## config.mk

```make
export PLATFORM = sky130hd
export DESIGN_NAME = alu_share_ctrl
export DESIGN_NICKNAME = d
export VERILOG_FILES = /design/src/rtl/alu_share_ctrl.sv
export SDC_FILE = /design/constraint.sdc
export NUM_CORES = 1
export LEC_CHECK = 0
export BUFFER_PORTS_ARGS = -buffer_cell sky130_fd_sc_hd__buf_2
export CAP_MARGIN = 20
export CELL_PAD_IN_SITES_DETAIL_PLACEMENT = 0
export CELL_PAD_IN_SITES_GLOBAL_PLACEMENT = 2
export CORE_ASPECT_RATIO = 1.4
export CORE_UTILIZATION = 24
export DETAILED_ROUTE_END_ITERATION = 8
export GPL_ROUTABILITY_DRIVEN = 0
export HOLD_SLACK_MARGIN = 0.02
export PLACE_DENSITY = 0.74
export SLEW_MARGIN = 20
export SYNTH_ARGS = -nofsm -noshare
export SYNTH_HDL_FRONTEND = slang
export SYNTH_SLANG_ARGS = --single-unit
```

## constraint.sdc

```tcl
create_clock -name clk -period 1.4 [get_ports clk]
set_input_delay 0.28 -clock clk [delete_from_list [all_inputs] [get_ports clk]]
set_output_delay 0.28 -clock clk [all_outputs]
set_load 0.02 [all_outputs]
```

## src/rtl/alu_share_ctrl.sv

```systemverilog
// alu_share_ctrl: shares one external combinational ALU between two requesters.
// Requests are arbitrated round-robin. The winner's opcode and operands are
// registered onto the ALU inputs for one EXEC cycle. The ALU result is then
// captured and returned on a single response channel tagged with the requester id.
//
// Ports:
//   clk, rst                 clock, synchronous active-high reset
//   reqN_valid/op/a/b        requester N operation (N = 0, 1)
//   reqN_ready               combinational accept for requester N
//   rsp_valid/id/data/err    registered response channel, held until rsp_ready
//   rsp_ready                consumer accepts the response
//   alu_op_o/alu_a_o/alu_b_o registered drive to the external ALU
//   alu_res_i                result from the external ALU
module alu_share_ctrl #(
  parameter int unsigned WIDTH    = 7,
  parameter int unsigned OP_WIDTH = 3
) (
  input  logic                clk,
  input  logic                rst,
  input  logic                req0_valid,
  input  logic [OP_WIDTH-1:0] req0_op,
  input  logic [WIDTH-1:0]    req0_a,
  input  logic [WIDTH-1:0]    req0_b,
  output logic                req0_ready,
  input  logic                req1_valid,
  input  logic [OP_WIDTH-1:0] req1_op,
  input  logic [WIDTH-1:0]    req1_a,
  input  logic [WIDTH-1:0]    req1_b,
  output logic                req1_ready,
  output logic                rsp_valid,
  output logic                rsp_id,
  output logic [WIDTH:0]      rsp_data,
  output logic                rsp_err,
  input  logic                rsp_ready,
  output logic [OP_WIDTH-1:0] alu_op_o,
  output logic [WIDTH-1:0]    alu_a_o,
  output logic [WIDTH-1:0]    alu_b_o,
  input  logic [WIDTH:0]      alu_res_i
);

  localparam logic [OP_WIDTH-1:0] OP_FIRST_LEGAL = OP_WIDTH'(1);
  localparam logic [OP_WIDTH-1:0] OP_LAST_LEGAL  = OP_WIDTH'(5);

  typedef enum logic [1:0] {
    IDLE = 2'd0,
    EXEC = 2'd1,
    RESP = 2'd2
  } state_e;

  state_e                state_q, state_d;
  logic                  ptr_q, ptr_d;          // 1: port 1 wins a tie
  logic                  rsp_valid_q, rsp_valid_d;
  logic                  rsp_id_q, rsp_id_d;
  logic [WIDTH:0]        rsp_data_q, rsp_data_d;
  logic                  rsp_err_q, rsp_err_d;
  logic [OP_WIDTH-1:0]   alu_op_q, alu_op_d;
  logic [WIDTH-1:0]      alu_a_q, alu_a_d;
  logic [WIDTH-1:0]      alu_b_q, alu_b_d;

  logic                  grant0_c, grant1_c;
  logic [OP_WIDTH-1:0]   sel_op_c;

  // Round-robin grant; the pointer only matters when both ports are valid.
  always_comb begin
    grant1_c   = req1_valid && (!req0_valid || ptr_q);
    grant0_c   = req0_valid && !grant1_c;
    req0_ready = (state_q == IDLE) && grant0_c;
    req1_ready = (state_q == IDLE) && grant1_c;
    sel_op_c   = grant1_c ? req1_op : req0_op;
  end

  // Next-state and datapath loads.
  always_comb begin
    state_d     = state_q;
    ptr_d       = ptr_q;
    rsp_valid_d = rsp_valid_q;
    rsp_id_d    = rsp_id_q;
    rsp_data_d  = rsp_data_q;
    rsp_err_d   = rsp_err_q;
    alu_op_d    = alu_op_q;
    alu_a_d     = alu_a_q;
    alu_b_d     = alu_b_q;

    case (state_q)
      IDLE: begin
        if (req0_ready || req1_ready) begin
          alu_op_d  = sel_op_c;
          alu_a_d   = grant1_c ? req1_a : req0_a;
          alu_b_d   = grant1_c ? req1_b : req0_b;
          rsp_id_d  = grant1_c;
          rsp_err_d = (sel_op_c < OP_FIRST_LEGAL) || (sel_op_c > OP_LAST_LEGAL);
          state_d   = EXEC;
        end
      end
      EXEC: begin
        // ALU is combinational: its result is valid by the end of EXEC.
        rsp_data_d  = alu_res_i;
        rsp_valid_d = 1'b1;
        alu_op_d    = '0;
        state_d     = RESP;
      end
      RESP: begin
        if (rsp_ready) begin
          rsp_valid_d = 1'b0;
          ptr_d       = ~rsp_id_q;
          state_d     = IDLE;
        end
      end
      default: begin
        state_d = IDLE;
      end
    endcase
  end

  // State and output registers.
  always_ff @(posedge clk) begin
    if (rst) begin
      state_q     <= IDLE;
      ptr_q       <= 1'b0;
      rsp_valid_q <= 1'b0;
      rsp_id_q    <= 1'b0;
      rsp_data_q  <= '0;
      rsp_err_q   <= 1'b0;
      alu_op_q    <= '0;
      alu_a_q     <= '0;
      alu_b_q     <= '0;
    end else begin
      state_q     <= state_d;
      ptr_q       <= ptr_d;
      rsp_valid_q <= rsp_valid_d;
      rsp_id_q    <= rsp_id_d;
      rsp_data_q  <= rsp_data_d;
      rsp_err_q   <= rsp_err_d;
      alu_op_q    <= alu_op_d;
      alu_a_q     <= alu_a_d;
      alu_b_q     <= alu_b_d;
    end
  end

  assign rsp_valid = rsp_valid_q;
  assign rsp_id    = rsp_id_q;
  assign rsp_data  = rsp_data_q;
  assign rsp_err   = rsp_err_q;
  assign alu_op_o  = alu_op_q;
  assign alu_a_o   = alu_a_q;
  assign alu_b_o   = alu_b_q;

endmodule

```

# --- Word level (Yosys, flattened, before mapping) ---
# Cells that the tools add are included.
word_totals:
  word_cells: 43
  register_bits: 31
classes:
  eq_ne: 4
  magnitude_cmp: 2
  n_bitwise: 1
  mux: 10
  n_reduce_logical: 17
ops:
  columns: ["cell", "count"]
  rows:
  - ["7-bit 2-to-1 mux", 2]
  - ["2-bit AND reduction", 5]
  - ["3-bit 2-to-1 mux", 2]
  - ["2-bit case mux with 3 select lines", 1]
  - ["3-bit case mux with 2 select lines", 1]
  - ["1-bit logical AND", 4]
  - ["2-bit 2-to-1 mux", 2]
  - ["2-bit nonzero test", 2]
  - ["3-bit greater-than comparator (second input constant)", 1]
  - ["1-bit logical OR", 3]
  - ["3-bit by 1-bit < comparator with 1-bit output (second input constant)", 1]
  - ["2-bit by 1-bit equality test with 1-bit output (second input constant)", 1]
  - ["2-bit equality test (second input constant)", 1]
  - ["1-bit zero test", 2]
  - ["2-bit zero test", 1]
  - ["2-bit by 1-bit != test with 1-bit output (second input constant)", 1]
  - ["2-bit != test (second input constant)", 1]
  - ["1-bit case mux with 2 select lines", 1]
  - ["1-bit 2-to-1 mux", 1]
  - ["1-bit inverter", 1]

# --- Logic depth before layout (Yosys ltp) ---
# Gate-level depths: netlist of the first run.
depth:
  ltp_word: 9
  ltp_mapped: 6
  depth_no_buf: 4

# --- Least setup slack after synthesis of the first run ---
# OpenSTA, ideal clock, no wires.
synth_path:
  kind: "register to output"
  start: "register state_q[0]"
  end: "output req0_ready"
  slack_ps: 33
  path_stages_with_launch: 6
  t_arrival_ps: 1087
  path_cell_list: "dfxtp_1 > nor2_2 > o21a_1 > buf_4 > buf_6 > and2_1"
synth_between:
  elab_chain_cells: 2
synth_lines:
  columns: ["element", "line_no", "text"]
  rows:
  - ["from (decl)", "50", "state_e state_q, state_d;"]
  - ["from (signal assigned)", "128", "state_q <= state_d;"]
  - ["2-bit zero test", "67", "req0_ready = (state_q == IDLE) && grant0_c;"]
  - ["1-bit logical AND", "67", null]
  - ["to (decl)", "24", "output logic req0_ready,"]
# Every way passes these cells.

# --- Worst setup path after layout of the first run ---
# Same ends and word-level chain as after synthesis.

==> reports/qor.csv, run 1 <==
metric;value;unit
status;finished with violations;
violated checks;setup timing;
largest net degree at the start of global routing;32;
Routed Antenna Nets;0;
r2r endpoint;alu_a_o[3];
FF-to-FF setup slack;120;ps
CTS tree;yes;
Final Non-Filler Cells;305;
period utilisation layout;1.012;
worst r2r path cells;5;
Clk pin slew, worst setup/hold paths;70;ps
clock latency at the later pin of the worst-skew pair;280;ps
highest clock rate;0.7056;GHz
clk buf depth;2;
max cap viols;0;
Worst EP arrival;1140;ps
Final WS setup;-17.24;ps
Worst Setup SP;state_q[0];
RR Startpoint;ptr_q;
synthesized cell area;1424;sq um
Synth Flop Type;dfxtp_1;
I/O pin count;77;
initial antenna violation count;0;
final hold vios;0;
initial DRC count;30;
top-count cell post-synth;dfxtp_1;
total global-route track usage;0.1231;
synth warn;0;
CP max FO;3;
Die W;67.10;um
Critical Path End;req0_ready;
clk root buf;clkbuf_8;
fin nets;283;
IO Port Bufs;76;
Leak Pwr;1.044;nW
vias;1360;
Initial Util;0.2540;
first-pass GRT wire length;5.816;mm
ys async rst share;0;
unrepaired setup endpoints after global routing;true;
Mapped Nets;195;
per-cell routed wire length;12.09;um
# hold bufs at CTS;0;
post-synthesis cell type count;28;
Slew Limit Fails;0;
crit path time final;1417;ps
fill count;608;
minimum hold slack;232.7;ps
ANT cells;0;
Die Area;6249;sq um
synth top area cells;dfxtp_1 44%, a211oi_2 14%, mux2i_1 12%;
Area Overhead vs Synth;49.30;%
Layout Skew;3.207;ps
top cell type's share of synthesized area;0.4359;
Rel. slew slack;0.7763;
GRT overflow;0;
share of post-route cells with drive strength above 1;0.5274;
Worst Setup End Kind;output port;
WL final;3.688;mm
Seq/Total Area, Yosys;0.4359;
Pwr Density;1240;nW/um^2
flops & latches, synth;31;
htree depth;2;
dpl cells;294;
hold_sp;alu_res_i[5];
Inserted Clock Buffers;5;
EDFF count, synth;0;
Sink Count;31;
Mapped Cells;148;
routed vias/inst;4.459;
Avg Inst Size Synth;9.621;sq um
CP Launch Type;flop;
critical path type;reg2out;
type of the most critical hold path;in2reg;
top cell type by total area after synthesis;dfxtp_1;
Tightest Pin Transition;335.6;ps
Design Power;0.002636;W
chip height;93.14;um
leading cell types by count after synthesis;31 x dfxtp_1, 20 x nand2_1, 18 x nor2_1;
# setup viols final;1;
VDD IR max;0.6933;mV
FP Rows;32;
Core ar.;5605;sq um
DRC Markers;0;
DP Wirelength;2.709;mm
drt pass-1 iters;4;
vias in the first global route;1286;
worst path required time;1120;ps
[cells in the final DEF (no fill, tap or decap), types with 6 or more instances in the layout]
cell,n
dfxtp_1,29
buf_2,74
a21oi_1,14
clkbuf_8,6
nor2_1,18
a211oi_2,16
nand2_1,20
mux2i_1,17
buf_4,12
[worst min path at each step]
stage	endpoint	slack [ps]	cells past startpoint
floorplan	rsp_valid	360	1
global placement	rsp_data[6]	440	2
finish	rsp_data[5]	230	3
detailed placement	rsp_data[0]	450	2
global route	rsp_data[5]	230	3
CTS	rsp_data[5]	220	3
[timing repair]
item / in CTS / in global routing
gates resized for setup: 7 / 5
pin swaps: 2 / 1
buffers inserted: 3 / 0
setup endpoints to repair: 3 / 13
[metrics by stage]
stage	instance area, sq um	util	setup TNS, ps	worst slack, ps
final	2126	0.3792	-17.24	-17.24
after global routing	2126	0.3792	-127.8	-88.67
after CTS	2107	0.3759	-63.36	-39.36
after detailed placement	1948	0.3475	-357.6	-61.34
after global placement	1948	0.3475	-69.78	-25.20
after floorplan	1424	-	0	32.51
[final cells by class]
cell class / instances / area (sq um) / area share
Clock buffer: 6 / 82.58 / 0.03885
Inverter: 1 / 3.754 / 0.001766
Multi-Input combinational cell: 105 / 742.0 / 0.3490
Sequential cell: 31 / 623.1 / 0.2931
Timing Repair Buffer: 92 / 554.3 / 0.2607
Tap cell: 68 / 85.08 / 0.04002
Clock inverter: 2 / 35.03 / 0.01648
[state kept, by name, summed over array words and instances (netlist names)]
name       flops
rsp_err        1
rsp_data       8
alu_a_o        7
ptr_q          1
rsp_id         1
alu_b_o        7
state_q        2
rsp_valid      1
alu_op_o       3
[routing by layer]
metal / vias to the layer above / routed length, um / global-route usage
li1: 694 / - / -
met1: 596 / 1649 / 0.1425
met2: 64 / 1702 / 0.2058
met3: 6 / 291 / 0.04146
met4: 0 / 45 / 0.04255
met5: - / 0 / 0
[kinds of logic after synthesis]
family | after synthesis | synth area share
buffers and inverters | 12 | 0.05623
muxes | 17 | 0.1195
AOI/OAI and AO/OA | 38 | 0.2364
and+or+nand+nor | 50 | 0.1520
DFF | 31 | 0.4359
[worst max-delay path: stages (launching register included)]
cell,delay (ps)
dfxtp_2,330
nor2_4,130
o21a_4,150
and2_4,140
buf_6,100
[where the power goes]
group | switching (W) | internal, W | total [W]
clock network | 0.000340 | 0.000576 | 0.000916
registers | 0.0000451 | 0.000973 | 0.00102
logic | 0.000385 | 0.000316 | 0.000702
total | 0.000771 | 0.00186 | 0.00264
Power figures use the tool's default switching activity.
==> inputs of run 2 (changes only) <==
Settings changed: CORE_MARGIN from default to 2.
==> run 2 against run 1 <==
Net effect:
- the run still ends with setup timing left
- non-clock buffer count grew 1
- sequential cell count is the same
- register-to-register slack lost 80 ps
- critical path depth is the same
- die area grew 5.2%
- power shrank 5.5%
- clock skew shrank 1.2 ps
- via count shrank 1.9%
- first-iteration DRC count shrank 23%
- critical endpoint unchanged
==> reports/qor.csv, run 2 (synthesis gave the netlist of run 1 again) <==
metric;value;unit;change
drt pass-1 iters;4;;unchanged
Layout Skew;1.980;ps;was 3.207 ps
violated checks;setup timing;;unchanged
GRT overflow;0;;unchanged
Routed Antenna Nets;0;;unchanged
WL final;3.625;mm;was 3.688 mm
routed vias/inst;4.331;;was 4.459
per-cell routed wire length;11.77;um;was 12.09 um
vias in the first global route;1375;;was 1286
fin nets;284;;was 283
clk buf depth;2;;unchanged
Buf/Inv on CP;1;;unchanged
IO Port Bufs;76;;unchanged
Crit-path slowest cell;dfxtp_2;;unchanged
hold-critical path depth;3;;unchanged
Area Overhead vs Synth;48.59;%;was 49.30%
type of the most critical hold path;in2reg;;unchanged
worst path required time;1120;ps;about the same
hold_sp;alu_res_i[3];;was alu_res_i[5]
worst-path cell chain;nor2_4, o21a_1, and2_4, buf_6;;was nor2_4, o21a_4, and2_4, buf_6
vias;1334;;was 1360
hold endpoint;rsp_data[3];;was rsp_data[5]
max cap viols;0;;unchanged
Slew Limit Fails;0;;unchanged
Worst EP arrival;1150;ps;was 1140 ps
Die W;69.10;um;was 67.10 um
share of post-route cells with drive strength above 1;0.5294;;was 0.5274
r2r endpoint;rsp_id;;was alu_a_o[3]
Final WS setup;-28.92;ps;was -17.24 ps
CP max FO;3;;unchanged
I/O pin count;77;;unchanged
CP max stage delay;330;ps;about the same
Initial Util;0.2463;;was 0.2540
worst r2r path cells;10;;was 5
minimum hold slack;238.3;ps;was 232.7 ps
VDD IR max;0.4333;mV;was 0.6933 mV
period utilisation layout;1.021;;was 1.012
Clk pin slew, worst setup/hold paths;60;ps;was 70 ps
largest net degree at the start of global routing;36;;was 32
unrepaired setup endpoints after global routing;true;;unchanged
dpl cells;291;;was 294
DRC Markers;0;;unchanged
Inserted Clock Buffers;5;;unchanged
status;finished with violations;;unchanged
crit path time final;1429;ps;was 1417 ps
clock latency at the later pin of the worst-skew pair;280;ps;about the same
highest clock rate;0.6998;GHz;was 0.7056 GHz
RR Startpoint;state_q[0];;was ptr_q
Pwr Density;1178;nW/um^2;was 1240 nW/um^2
FP Rows;33;;was 32
FF-to-FF setup slack;40;ps;was 120 ps
Final Non-Filler Cells;308;;was 305
clk root buf;clkbuf_8;;unchanged
Leak Pwr;1.035;nW;was 1.044 nW
htree depth;2;;unchanged
Core ar.;5781;sq um;was 5605 sq um
CP Launch Type;flop;;unchanged
Post-DP Area;1913;sq um;was 1948 sq um
fill count;630;;was 608
chip height;95.14;um;was 93.14 um
Tightest Pin Transition;245.0;ps;was 335.6 ps
max reg flops;8;;unchanged
ANT cells;0;;unchanged
critical path type;reg2out;;unchanged
initial DRC count;23;;was 30
first-pass GRT wire length;6.320;mm;was 5.816 mm
Rel. slew slack;0.8366;;was 0.7763
CTS tree;yes;;unchanged
Final Cell Area;2116;sq um;was 2126 sq um
most frequent cells in the layout;74 x buf_2, 29 x dfxtp_1, 19 x nand2_1, 18 x nor2_1, 17 x mux2i_1;;was 74 x buf_2, 29 x dfxtp_1, 20 x nand2_1, 18 x nor2_1, 17 x mux2i_1
TNS Setup;-28.92;ps;was -17.24 ps
most common cell after layout, fill and taps aside;buf_2;;unchanged
DP Wirelength;2.580;mm;was 2.709 mm
cell family with most CP delay;flip-flops;;unchanged
Sink Count;31;;unchanged
Worst Setup End Kind;output port;;unchanged
Die Area;6573;sq um;was 6249 sq um
Design Power;0.002492;W;was 0.002636 W
# setup viols final;1;;unchanged
initial antenna violation count;0;;unchanged
Multi-input gate area;743.2;sq um;was 742.0 sq um
total global-route track usage;0.1210;;was 0.1231
Sequential Area;623.1;sq um;unchanged
Worst Setup SP;state_q[0];;unchanged
final hold vios;0;;unchanged
## run 2: worst max path at each step
stage	endpoint	slack [ps]	depth (start not counted)
floorplan	req0_ready	30	5
global placement	alu_b_o[4]	80	6
detailed placement	alu_a_o[4]	50	6
CTS	req0_ready	-60	4
global route	req0_ready	-110	4
finish	req0_ready	-30	4
## run 2: where the power goes
part / switching, W / total (W) / internal, W
logic: 0.000385 / 0.000710 / 0.000325
clock network: 0.000315 / 0.000763 / 0.000448
registers: 0.0000449 / 0.00102 / 0.000973
total: 0.000745 / 0.00249 / 0.00175
## run 2: timing repair
action | 4_1_cts | 5_1_grt
hold endpoints to repair | 0 | 0
buffers inserted | 10 | 0
pin swaps | 2 | 3
resized for setup | 7 | 4
setup endpoints to repair | 2 | 3
hold buffers | 0 | 0
## run 2: worst reg2reg max path, delay by kind of cell (launching register included)
| kind | cells | cell delay (ps) |
|---|---|---|
| and+or+nand+nor | 3 | 200 |
| buffers and inverters | 6 | 700 |
| DFF | 1 | 350 |
| AOI/OAI and AO/OA | 1 | 50 |
## run 2: area by class of cell
class / instances / area share
Multi-Input combinational cell: 105 / 0.3513
Sequential cell: 31 / 0.2945
Timing Repair Buffer: 93 / 0.2637
Clock buffer: 8 / 0.04731
Tap cell: 70 / 0.04140
Inverter: 1 / 0.001774
## run 2: per-layer routing
metal | global-route usage | vias to the layer above | wire length, um
li1 | - | 692 | -
met4 | 0.06209 | 0 | 79
met5 | 0 | - | 0
met1 | 0.1370 | 579 | 1490
met2 | 0.1947 | 55 | 1748
met3 | 0.05180 | 8 | 306
## run 2: through the flow
step / setup WS, ps / util
after floorplan: 32.51 / -
after global placement: 77.57 / 0.3310
after detailed placement: 46.77 / 0.3310
after CTS: -55.77 / 0.3647
after global routing: -106.9 / 0.3660
final: -28.92 / 0.3660
